`config.mk`:
```
export PLATFORM = sky130hd
export DESIGN_NAME = debug_unit
export DESIGN_NICKNAME = d
export VERILOG_FILES = /design/src/rtl/debug_pkg.sv /design/src/rtl/dunit_word_serializer.sv /design/src/rtl/debug_unit.sv
export SDC_FILE = /design/constraint.sdc
export NUM_CORES = 1
export LEC_CHECK = 0
export CORE_ASPECT_RATIO = 1.25
export CORE_UTILIZATION = 40
export DETAILED_ROUTE_END_ITERATION = 8
export PLACE_DENSITY = 0.74
export SLEW_MARGIN = 10
export SYNTH_ARGS = -nofsm -noshare
export SYNTH_HDL_FRONTEND = slang
export SYNTH_SLANG_ARGS = --single-unit
```
`constraint.sdc`:
```
create_clock -name i_clk -period 5.5 [get_ports i_clk]
set_input_delay 0.825 -clock i_clk [delete_from_list [all_inputs] [get_ports i_clk]]
set_output_delay 0.825 -clock i_clk [all_outputs]
set_load 0.01 [all_outputs]
```
`src/rtl/debug_pkg.sv`:
```
// Shared constants for the debug unit: UART command codes, replies,
// FSM state encoding and the default dump sizes.
package debug_pkg;

  localparam logic [7:0] CMD_LOAD  = 8'h4C;
  localparam logic [7:0] CMD_RESET = 8'h52;
  localparam logic [7:0] CMD_CONT  = 8'h43;
  localparam logic [7:0] CMD_STEP  = 8'h53;
  localparam logic [7:0] ACK       = 8'h4B;
  localparam logic [7:0] NAK       = 8'h3F;

  localparam int DUMP_REGS = 32;
  localparam int DUMP_MEMW = 32;

  localparam logic [3:0] ST_IDLE       = 4'd0;
  localparam logic [3:0] ST_LOAD_CNT   = 4'd1;
  localparam logic [3:0] ST_LOAD_BYTE  = 4'd2;
  localparam logic [3:0] ST_LOAD_WRITE = 4'd3;
  localparam logic [3:0] ST_RUN        = 4'd4;
  localparam logic [3:0] ST_STEP       = 4'd5;
  localparam logic [3:0] ST_DUMP_ADDR  = 4'd6;
  localparam logic [3:0] ST_DUMP_CAP   = 4'd7;
  localparam logic [3:0] ST_SEND       = 4'd8;
  localparam logic [3:0] ST_SEND_WAIT  = 4'd9;

endpackage

```
`src/rtl/dunit_word_serializer.sv`:
```
// Sends a word MSB-first as NB_REG/NB_BYTE UART bytes (or only the top
// byte when single is set), one tx_start per byte, paced by tx_done.
module dunit_word_serializer #(
  parameter int NB_REG  = 32,
  parameter int NB_BYTE = 8
) (
  input  logic               clk,
  input  logic               rst_n,
  input  logic               load,
  input  logic               single,
  input  logic [NB_REG-1:0]  word,
  input  logic               tx_done,
  output logic [NB_BYTE-1:0] tx_data,
  output logic               tx_start,
  output logic               done
);
  localparam int BPW = NB_REG / NB_BYTE;
  localparam int CW  = $clog2(BPW) + 1;

  logic [NB_REG-1:0] sh;
  logic [CW-1:0]     left;
  logic              pend, busy;

  always_ff @(posedge clk or negedge rst_n) begin
    if (!rst_n) begin
      sh       <= '0;
      left     <= '0;
      pend     <= 1'b0;
      busy     <= 1'b0;
      tx_data  <= '0;
      tx_start <= 1'b0;
      done     <= 1'b0;
    end else begin
      tx_start <= 1'b0;
      done     <= 1'b0;
      if (load) begin
        sh   <= word;
        left <= single ? CW'(1) : CW'(BPW);
        pend <= 1'b1;
      end else if (pend) begin
        tx_start <= 1'b1;
        tx_data  <= sh[NB_REG-1 -: NB_BYTE];
        pend     <= 1'b0;
        busy     <= 1'b1;
      end else if (busy && tx_done) begin
        // next start is launched from pend, a cycle after tx_done
        sh   <= sh << NB_BYTE;
        left <= left - CW'(1);
        if (left == CW'(1)) begin
          busy <= 1'b0;
          done <= 1'b1;
        end else begin
          pend <= 1'b1;
        end
      end
    end
  end

endmodule

```
`src/rtl/debug_unit.sv`:
```
// UART-driven debug controller: loads instruction memory, resets the PC,
// runs/steps the processor and dumps register file plus data memory.
module debug_unit
  import debug_pkg::*;
#(
  parameter int NB_REG  = 32,
  parameter int NB_BYTE = 8,
  parameter int N_REGS  = DUMP_REGS,
  parameter int N_MEMW  = DUMP_MEMW
) (
  input  logic               i_clk,
  input  logic               i_reset,
  input  logic [NB_BYTE-1:0] i_rx_data,
  input  logic               i_rx_valid,
  output logic [NB_BYTE-1:0] o_tx_data,
  output logic               o_tx_start,
  input  logic               i_tx_done,
  input  logic               i_halt,
  input  logic [NB_REG-1:0]  i_dunit_reg,
  input  logic [NB_REG-1:0]  i_dunit_mem_data,
  output logic               o_dunit_clk_en,
  output logic               o_dunit_reset_pc,
  output logic               o_dunit_w_mem,
  output logic [NB_REG-1:0]  o_dunit_addr,
  output logic [NB_REG-1:0]  o_dunit_data
);
  localparam int BPW = NB_REG / NB_BYTE;
  localparam int BCW = $clog2(BPW);

  logic [3:0]                state;
  logic                      halted, in_dump, dump_mem, step_wait;
  logic [NB_BYTE-1:0]        n_words, widx;
  logic [BCW-1:0]            bcnt;
  logic [NB_REG-NB_BYTE-1:0] ld_sh;
  logic [NB_REG-1:0]         j, tx_word;
  logic                      tx_single, ser_load, ser_done;

  assign ser_load = (state == ST_SEND);

  always_ff @(posedge i_clk or negedge i_reset) begin
    if (!i_reset) begin
      state            <= ST_IDLE;
      halted           <= 1'b0;
      in_dump          <= 1'b0;
      dump_mem         <= 1'b0;
      step_wait        <= 1'b0;
      n_words          <= '0;
      widx             <= '0;
      bcnt             <= '0;
      ld_sh            <= '0;
      j                <= '0;
      tx_word          <= '0;
      tx_single        <= 1'b0;
      o_dunit_clk_en   <= 1'b0;
      o_dunit_reset_pc <= 1'b0;
      o_dunit_w_mem    <= 1'b0;
      o_dunit_addr     <= '0;
      o_dunit_data     <= '0;
    end else begin
      o_dunit_reset_pc <= 1'b0;
      o_dunit_w_mem    <= 1'b0;
      case (state)
        ST_IDLE: if (i_rx_valid) begin
          case (i_rx_data)
            CMD_LOAD: state <= ST_LOAD_CNT;
            CMD_RESET: begin
              o_dunit_reset_pc <= 1'b1;
              halted           <= 1'b0;
              tx_word          <= NB_REG'(ACK) << (NB_REG - 8);
              tx_single        <= 1'b1;
              state            <= ST_SEND;
            end
            CMD_CONT, CMD_STEP: begin
              // a halted core is never clocked again until 'R'
              if (halted) state <= ST_DUMP_ADDR;
              else begin
                o_dunit_clk_en <= 1'b1;
                step_wait      <= 1'b0;
                state          <= (i_rx_data == CMD_CONT) ? ST_RUN : ST_STEP;
              end
            end
            default: begin
              tx_word   <= NB_REG'(NAK) << (NB_REG - 8);
              tx_single <= 1'b1;
              state     <= ST_SEND;
            end
          endcase
        end
        ST_LOAD_CNT: if (i_rx_valid) begin
          n_words <= i_rx_data;
          widx    <= '0;
          bcnt    <= '0;
          if (i_rx_data == '0) begin
            tx_word   <= NB_REG'(ACK) << (NB_REG - 8);
            tx_single <= 1'b1;
            state     <= ST_SEND;
          end else begin
            state <= ST_LOAD_BYTE;
          end
        end
        ST_LOAD_BYTE: if (i_rx_valid) begin
          if (bcnt == BCW'(BPW - 1)) begin
            o_dunit_addr  <= NB_REG'(widx) << 2;
            o_dunit_data  <= {ld_sh, i_rx_data};
            o_dunit_w_mem <= 1'b1;
            bcnt          <= '0;
            state         <= ST_LOAD_WRITE;
          end else begin
            ld_sh <= {ld_sh[NB_REG-2*NB_BYTE-1:0], i_rx_data};
            bcnt  <= bcnt + BCW'(1);
          end
        end
        ST_LOAD_WRITE: begin
          widx <= widx + NB_BYTE'(1);
          if (widx + NB_BYTE'(1) == n_words) begin
            tx_word   <= NB_REG'(ACK) << (NB_REG - 8);
            tx_single <= 1'b1;
            state     <= ST_SEND;
          end else begin
            state <= ST_LOAD_BYTE;
          end
        end
        ST_RUN: if (i_halt) begin
          o_dunit_clk_en <= 1'b0;
          halted         <= 1'b1;
          state          <= ST_DUMP_ADDR;
        end
        ST_STEP: begin
          // second cycle samples i_halt after the single pipeline advance
          if (!step_wait) begin
            o_dunit_clk_en <= 1'b0;
            step_wait      <= 1'b1;
          end else begin
            step_wait <= 1'b0;
            if (i_halt) halted <= 1'b1;
            state <= ST_DUMP_ADDR;
          end
        end
        ST_DUMP_ADDR: begin
          o_dunit_addr <= dump_mem ? (j << 2) : j;
          state        <= ST_DUMP_CAP;
        end
        ST_DUMP_CAP: begin
          tx_word   <= dump_mem ? i_dunit_mem_data : i_dunit_reg;
          tx_single <= 1'b0;
          in_dump   <= 1'b1;
          state     <= ST_SEND;
        end
        ST_SEND: state <= ST_SEND_WAIT;
        ST_SEND_WAIT: if (ser_done) begin
          if (!in_dump) state <= ST_IDLE;
          else if (!dump_mem && j == NB_REG'(N_REGS - 1)) begin
            dump_mem <= 1'b1;
            j        <= '0;
            state    <= ST_DUMP_ADDR;
          end else if (dump_mem && j == NB_REG'(N_MEMW - 1)) begin
            dump_mem <= 1'b0;
            in_dump  <= 1'b0;
            j        <= '0;
            state    <= ST_IDLE;
          end else begin
            j     <= j + NB_REG'(1);
            state <= ST_DUMP_ADDR;
          end
        end
        default: state <= ST_IDLE;
      endcase
    end
  end

  dunit_word_serializer #(.NB_REG(NB_REG), .NB_BYTE(NB_BYTE)) u_ser (
    .clk      (i_clk),
    .rst_n    (i_reset),
    .load     (ser_load),
    .single   (tx_single),
    .word     (tx_word),
    .tx_done  (i_tx_done),
    .tx_data  (o_tx_data),
    .tx_start (o_tx_start),
    .done     (ser_done)
  );

endmodule
```
## Word-level counts from Yosys, hierarchy flattened

Cells that the tools add are included.

- Register bits after elaboration: 229
- Bits in latches: 0
- RAM bits: 0
- Memory bits (read-only): 0
- Output and inout port bits: 76
- Logic and storage cells: 188
- Memories: 0

- $add $sub $neg: 4
- $mul: 0
- Div/mod/pow operators: 0
- $lt $le $gt $ge: 0
- Equality and inequality tests: 32
- Shifts and indexed selects: 0
- Mux-type cells: 90
- Bitwise operators: 2
- Reduce and logical (&&, ||, !) cells: 36

Operator list:

| cell | number |
|---|---|
| 2-to-1 mux 32 bit | 13 |
| case mux 32 bit (2 select lines) | 2 |
| case mux 32 bit (4 select lines) | 1 |
| 2-to-1 mux 1 bit | 44 |
| case mux 4 bit (10 select lines) | 1 |
| 2-to-1 mux 4 bit | 9 |
| adder 32 x 1 -> 32 bit, second input constant | 1 |
| equality test 32 x 5 -> 1 bit, second input constant | 1 |
| equality test 8 x 7 -> 1 bit, second input constant | 4 |
| != test 2 bit, second input constant | 12 |
| 2-to-1 mux 3 bit | 7 |
| AND reduction 3 bit | 6 |
| nonzero test 2 bit | 9 |
| equality test 4 x 3 -> 1 bit, second input constant | 4 |
| case mux 8 bit (2 select lines) | 1 |
| AND reduction 4 bit | 3 |
| AND reduction 6 bit | 2 |
| AND reduction 2 bit | 5 |
| adder 8 x 1 -> 8 bit, second input constant | 1 |
| equality test 4 x 2 -> 1 bit, second input constant | 2 |
| equality test 4 bit, second input constant | 2 |
| equality test 8 bit | 1 |
| logical NOT 8 bit | 1 |
| 2-to-1 mux 2 bit | 4 |
| other kinds (21) | 28 |

## Longest topological paths before layout

- Word-level depth: 7
- Depth in mapped cells: 9
- Gate-level depth less buffers: 7

## Cells and area by module

Synthesis repeated with hierarchy kept, for this count alone.

- Cells, all modules: 967
- Area, all modules: 10496.3 um^2

Modules (own cells, without submodules):

| module | times used | cells an instance | area each (um^2) | seq. area each (um^2) |
|---|---|---|---|---|
| debug_unit | 1 | 824 | 8554.5 | 4554.4 |
| dunit_word_serializer | 1 | 143 | 1941.9 | 1176.1 |

## Worst setup path after synthesis

Ideal clock, no wire load.

- Path type: input to register
- Start: input port i_rx_data[0]
- End: register tx_word[26]
- Setup time: 125 ps
- Arrival: 2287 ps
- Data required time: 5375 ps
- Slack: 3088 ps
- Cell stages on the path: 6
- Cell sequence: or3_1 -> or3_4 -> a31oi_1 -> nor3_1 -> o21ai_4 -> mux2_2

- Word-level cells in the longest chain between the ends: 5
- Elaborated cells on any way between the ends: 12
- Those cells by class: 6 x eq/ne; 3 x mux; 3 x reduce/logical

RTL lines:

| what | line | source |
|---|---|---|
| start, declared | debug_unit.sv:13 | `input logic [NB_BYTE-1:0] i_rx_data,` |
| equality test 8 x 7 -> 1 bit | debug_unit.sv:64 | `case (i_rx_data)` |
| OR reduction 3 bit (no line) | n/a |  |
| case mux 32 bit (2 select lines) | debug_unit.sv:64 |  |
| 2-to-1 mux 32 bit | debug_unit.sv:63 | `ST_IDLE: if (i_rx_valid) begin` |
| case mux 32 bit (4 select lines) | debug_unit.sv:62 | `case (state)` |
| end signal, assigned | debug_unit.sv:69 | `tx_word <= NB_REG'(ACK) << (NB_REG - 8);` |
| end signal, assigned | debug_unit.sv:83 | `tx_word <= NB_REG'(NAK) << (NB_REG - 8);` |
| end signal, assigned | debug_unit.sv:94 | `tx_word <= NB_REG'(ACK) << (NB_REG - 8);` |
| end, declared | debug_unit.sv:35 | `logic [NB_REG-1:0] j, tx_word;` |

Parallel ways exist; a longest one is shown, timed or not. The select of a mux whose other input is x is not followed.
A chain may end at the register's enable or synchronous reset.

## Final worst setup path

- Start: input port i_rx_data[6]
- End: register tx_word[30]

The elaborated chain is that of the path after synthesis.

==> impl_metrics.py <==
metrics = {
    "outcome": {
        "status": "completed",
    },
    "yosys": {
        "syn_avg_cell_area_um2": 11.12,
        "ys.flop_type": "dfrtp_1",
        "synth_xor_xnor_area_share_pct": 3.853,
        "synth_top_family_by_area": "multiplexers",
        "synth_cell_type_count": 57,
        "synthAdderAreaFrac_pct": 0.6002,
        "yosysSeqAreaShare_pct": 54.98,
        "yosys.area_share.simple_pct": 13.34,
        "synth_cells": 937,
        "synth_top_cell_by_area": "dfrtp_1",
        "ys_warn_count": 0,
        "synth_compound_area_share_pct": 10.69,
        "ys_ff_latch": 229,
        "mappedNetlistArea_um2": 10420,
        "synth_edf_count": 0,
        "synth_mux_area_share_pct": 13.56,
        "synth_top_cell_area_share_pct": 54.98,
        "async_flop_share_pct": 100.0,
        "syn_nets": 1019,
        "synth_area_leaders": "dfrtp_1 55%, mux2_2 8.0%, mux2i_1 5.6%, nand2_1 4.4%, o21ai_0 2.8%",
    },
    "critical_path": {
        "critPathSlowestCell": "clkdlybuf4s50_1",
        "reg2reg_to": "tx_word[30]",
        "end_kind": "register",
        "critPathKind": "input pin to register",
        "startpoint_type": "input pin",
        "cp.required_ps": 5890,
        "slowest_delay_ps": 660,
        "path_max_fanout": 33,
        "r2r_start": "widx[0]",
        "worstPathCellList": "clkdlybuf4s50_1 > or3b_1 > or3_4 > a31oi_1 > nor3_1 > o21ai_4 > mux2_2",
        "crit_arrival_ps": 3440,
        "rrSetupSlack_ps": 2650,
        "reg2reg_depth": 7,
    },
    "pwr": {
        "ir_worst_vdd_uv": 208.8,
        "power_frac_seq_pct": 44.1,
        "power.total_mw": 5.139,
        "p_sw_mw": 1.611,
        "p_int_mw": 3.528,
        "power_density_nw_per_um2": 396.3,
        "combPwrFrac_pct": 25.0,
        "power_frac_clock_pct": 30.8,
        "leakagePower_nw": 5.545,
        "swShare_pct": 31.35,
    },
    "route": {
        "drt-total-wl_um": 23660,
        "drtIter0Drc": 535,
        "num_vias": 7474,
        "first_pass_iters": 4,
        "ant_nets": 0,
        "wl_per_cell_um": 16.70,
        "drcViolationCount": 0,
        "viasPerCell": 5.275,
    },
    "placement": {
        "place_congestion": 0.8704,
        "dp.final_hpwl_um": 15820,
        "port_buffers": 152,
        "placed_area_um2": 12190,
    },
    "timing": {
        "slew_headroom_pct": 25.58,
        "tightest_slew_ps": 1116,
        "fmax_mhz": 327.9,
        "hold_viol": 0,
        "rsz0062_at_grt": "false",
        "fin_crit_ps": 3050,
        "setup_violations": 0,
        "slew_violations": 0,
        "tns_ps": 0,
        "fin_skew_ps": 12.56,
        "post-route-period-util_pct": 55.46,
    },
    "floorplan": {
        "start_util_pct": 40.95,
        "die_h_um": 182.5,
        "dieArea_um2": 26710,
        "die_w_um": 146.4,
        "core_area_um2": 25460,
        "rows": 65,
        "io_pins": 153,
    },
    "cells_and_area": {
        "fin_util_pct": 50.95,
        "stdcell_area_um2": 12970,
        "nets": 1148,
        "areaGrowthSynthToFinish_pct": 24.41,
        "drive_above_1_share_pct": 12.66,
        "n_antenna_cell": 0,
    },
    "global_routing": {
        "grt_usage_pct": 17.82,
        "grt-busiest-layer": "met2",
        "grt_pass1_wl_um": 38630,
        "grt_pass1_vias": 7424,
        "grt_max_degree": 142,
        "grt_use_met3_pct": 2.075,
        "gr-total-overflow": 0,
        "grt_use_met1_pct": 23.55,
        "antenna_found_initial": 0,
        "use_met2_pct": 30.30,
    },
    "clock_network": {
        "cts_tree": "yes",
        "cts-root-buf": "clkbuf_16",
        "postCtsHoldBufs": 0,
        "clockBufferDepth": 3,
        "cts_sinks": 229,
        "clk_pin_slew_ps": 60,
        "cts_resized": 0,
        "cts_setup_buffers": 0,
        "cts_htree_levels": 1,
        "clk_latency_ps": 520,
        "cts_buffers": 24,
    },
    "hold_path": {
        "hold_class": "input pin to asynchronous set/reset pin",
    },
    "job": {
        "maxCapViolations": 0,
    },
}
## state kept, by name, indices dropped and copies added, names as in the netlist
signal            count
ld_sh                24
o_dunit_addr         32
j                    32
tx_word              32
u_ser.tx_start        1
widx                  8
o_dunit_clk_en        1
dump_mem              1
state                 4
u_ser.sh             32
u_ser.done            1
u_ser.tx_data         8
u_ser.busy            1
in_dump               1
o_dunit_reset_pc      1
halted                1
u_ser.left            3
o_dunit_data         32
bcnt                  2
u_ser.pend            1
tx_single             1
o_dunit_w_mem         1
n_words               8
step_wait             1
## per-layer routing
| layer | wire length (um) | vias to the layer above |
|---|---|---|
| li1 | - | 3574 |
| met1 | 10300 | 3689 |
| met2 | 11880 | 177 |
| met3 | 899 | 34 |
| met4 | 591 | 0 |
| met5 | 0 | - |
## cell families (layout without fill, tap and decap cells)
kind of cell             after synthesis  after routing
buffers and inverters                 70            215
AND/OR/NAND/NOR                      292            292
XOR/XNOR                              45             45
AO/OA/AOI/OAI                        164            164
flip-flops                           229            229
adder cells (fa/ha/maj)                5              5
multiplexers                         132            132
## synthesized netlist by cell type (3+ instances only)
library cell / instances
a211oi_1: 5
a21oi_1: 17
a22o_1: 11
a31oi_1: 27
and2_1: 5
and3_1: 7
and4_1: 6
buf_2: 7
buf_4: 3
clkbuf_1: 42
dfrtp_1: 229
ha_1: 5
inv_1: 15
mux2_2: 74
mux2i_1: 58
nand2_1: 123
nand2b_1: 4
nand3_1: 23
nand4_1: 13
nor2_1: 61
nor2b_1: 9
nor3_1: 9
nor3b_1: 6
nor4_1: 10
o211ai_1: 5
o21ai_0: 58
o21bai_1: 3
o2bb2ai_1: 18
o2bb2ai_2: 7
or3_1: 3
xnor2_1: 30
xor2_1: 14
## through the flow
stage          worst slack, ps  std cells  hold slack (ps)
5_1_grt                   2263       1417            363.2
3_3_place_gp              1975       1375            463.4
6_report                  2450       1417            318.9
3_5_place_dp              1935       1375            470.2
4_1_cts                   2454       1417            331.9
2_1_floorplan             3088        937            456.5
## cell usage in the layout (no fill, tap or decap), types with 11 or more instances in the layout
cell type        synthesis  layout
a21oi_1                 17      17
a22o_1                  11      11
a31oi_1                 27      27
clkbuf_16                0      25
clkdlybuf4s50_1          0     151
dfrtp_1                229     228
inv_1                   15      15
mux2_2                  74      74
mux2i_1                 58      58
nand2_1                123     123
nand3_1                 23      22
nand4_1                 13      13
nor2_1                  61      60
o21ai_0                 58      58
o2bb2ai_1               18      18
xnor2_1                 30      30
xor2_1                  14      14
## worst max-delay path, delay by kind of cell
kind	cells	cell delay [ps]
buf+inv	1	660
compound gates	2	590
mux	1	420
simple gates	3	930
## layout make-up
| class | count | area [um^2] |
|---|---|---|
| inverters | 15 | 56.30 |
| fillers | 2244 | 12490 |
| flip-flops and latches | 229 | 5734 |
| clock inverters | 6 | 67.56 |
| clock buffers | 36 | 706.9 |
| well taps | 335 | 419.2 |
| repair buffers | 158 | 1584 |
| multi-input cells | 638 | 4400 |
## how the worst max path moves through the flow
stage                       startpoint          end  slack (ps)  depth (start not counted)
final                     i_rx_data[6]  tx_word[30]        2450                          7
after global routing      i_rx_data[3]  tx_word[29]        2260                          7
after CTS                 i_rx_data[6]  tx_word[30]        2450                          7
after detailed placement  i_rx_data[6]  tx_word[30]        1940                          7
after global placement    i_rx_data[6]  tx_word[26]        1980                          7
after floorplan           i_rx_data[0]  tx_word[26]        3090                          6
## power groups by stage
| stage | clock network (mW) | registers, mW | logic [mW] |
|---|---|---|---|
| 6_report | 1.58 | 2.27 | 1.29 |
| 5_1_grt | 1.69 | 2.31 | 1.43 |
| 4_1_cts | 1.63 | 2.27 | 1.30 |
| 3_5_place_dp | 0 | 2.30 | 1.30 |
| 3_3_place_gp | 0 | 2.28 | 1.25 |
| 2_1_floorplan | 0 | 2.20 | 0.935 |
No activity file was read; power rests on OpenSTA's default activity.
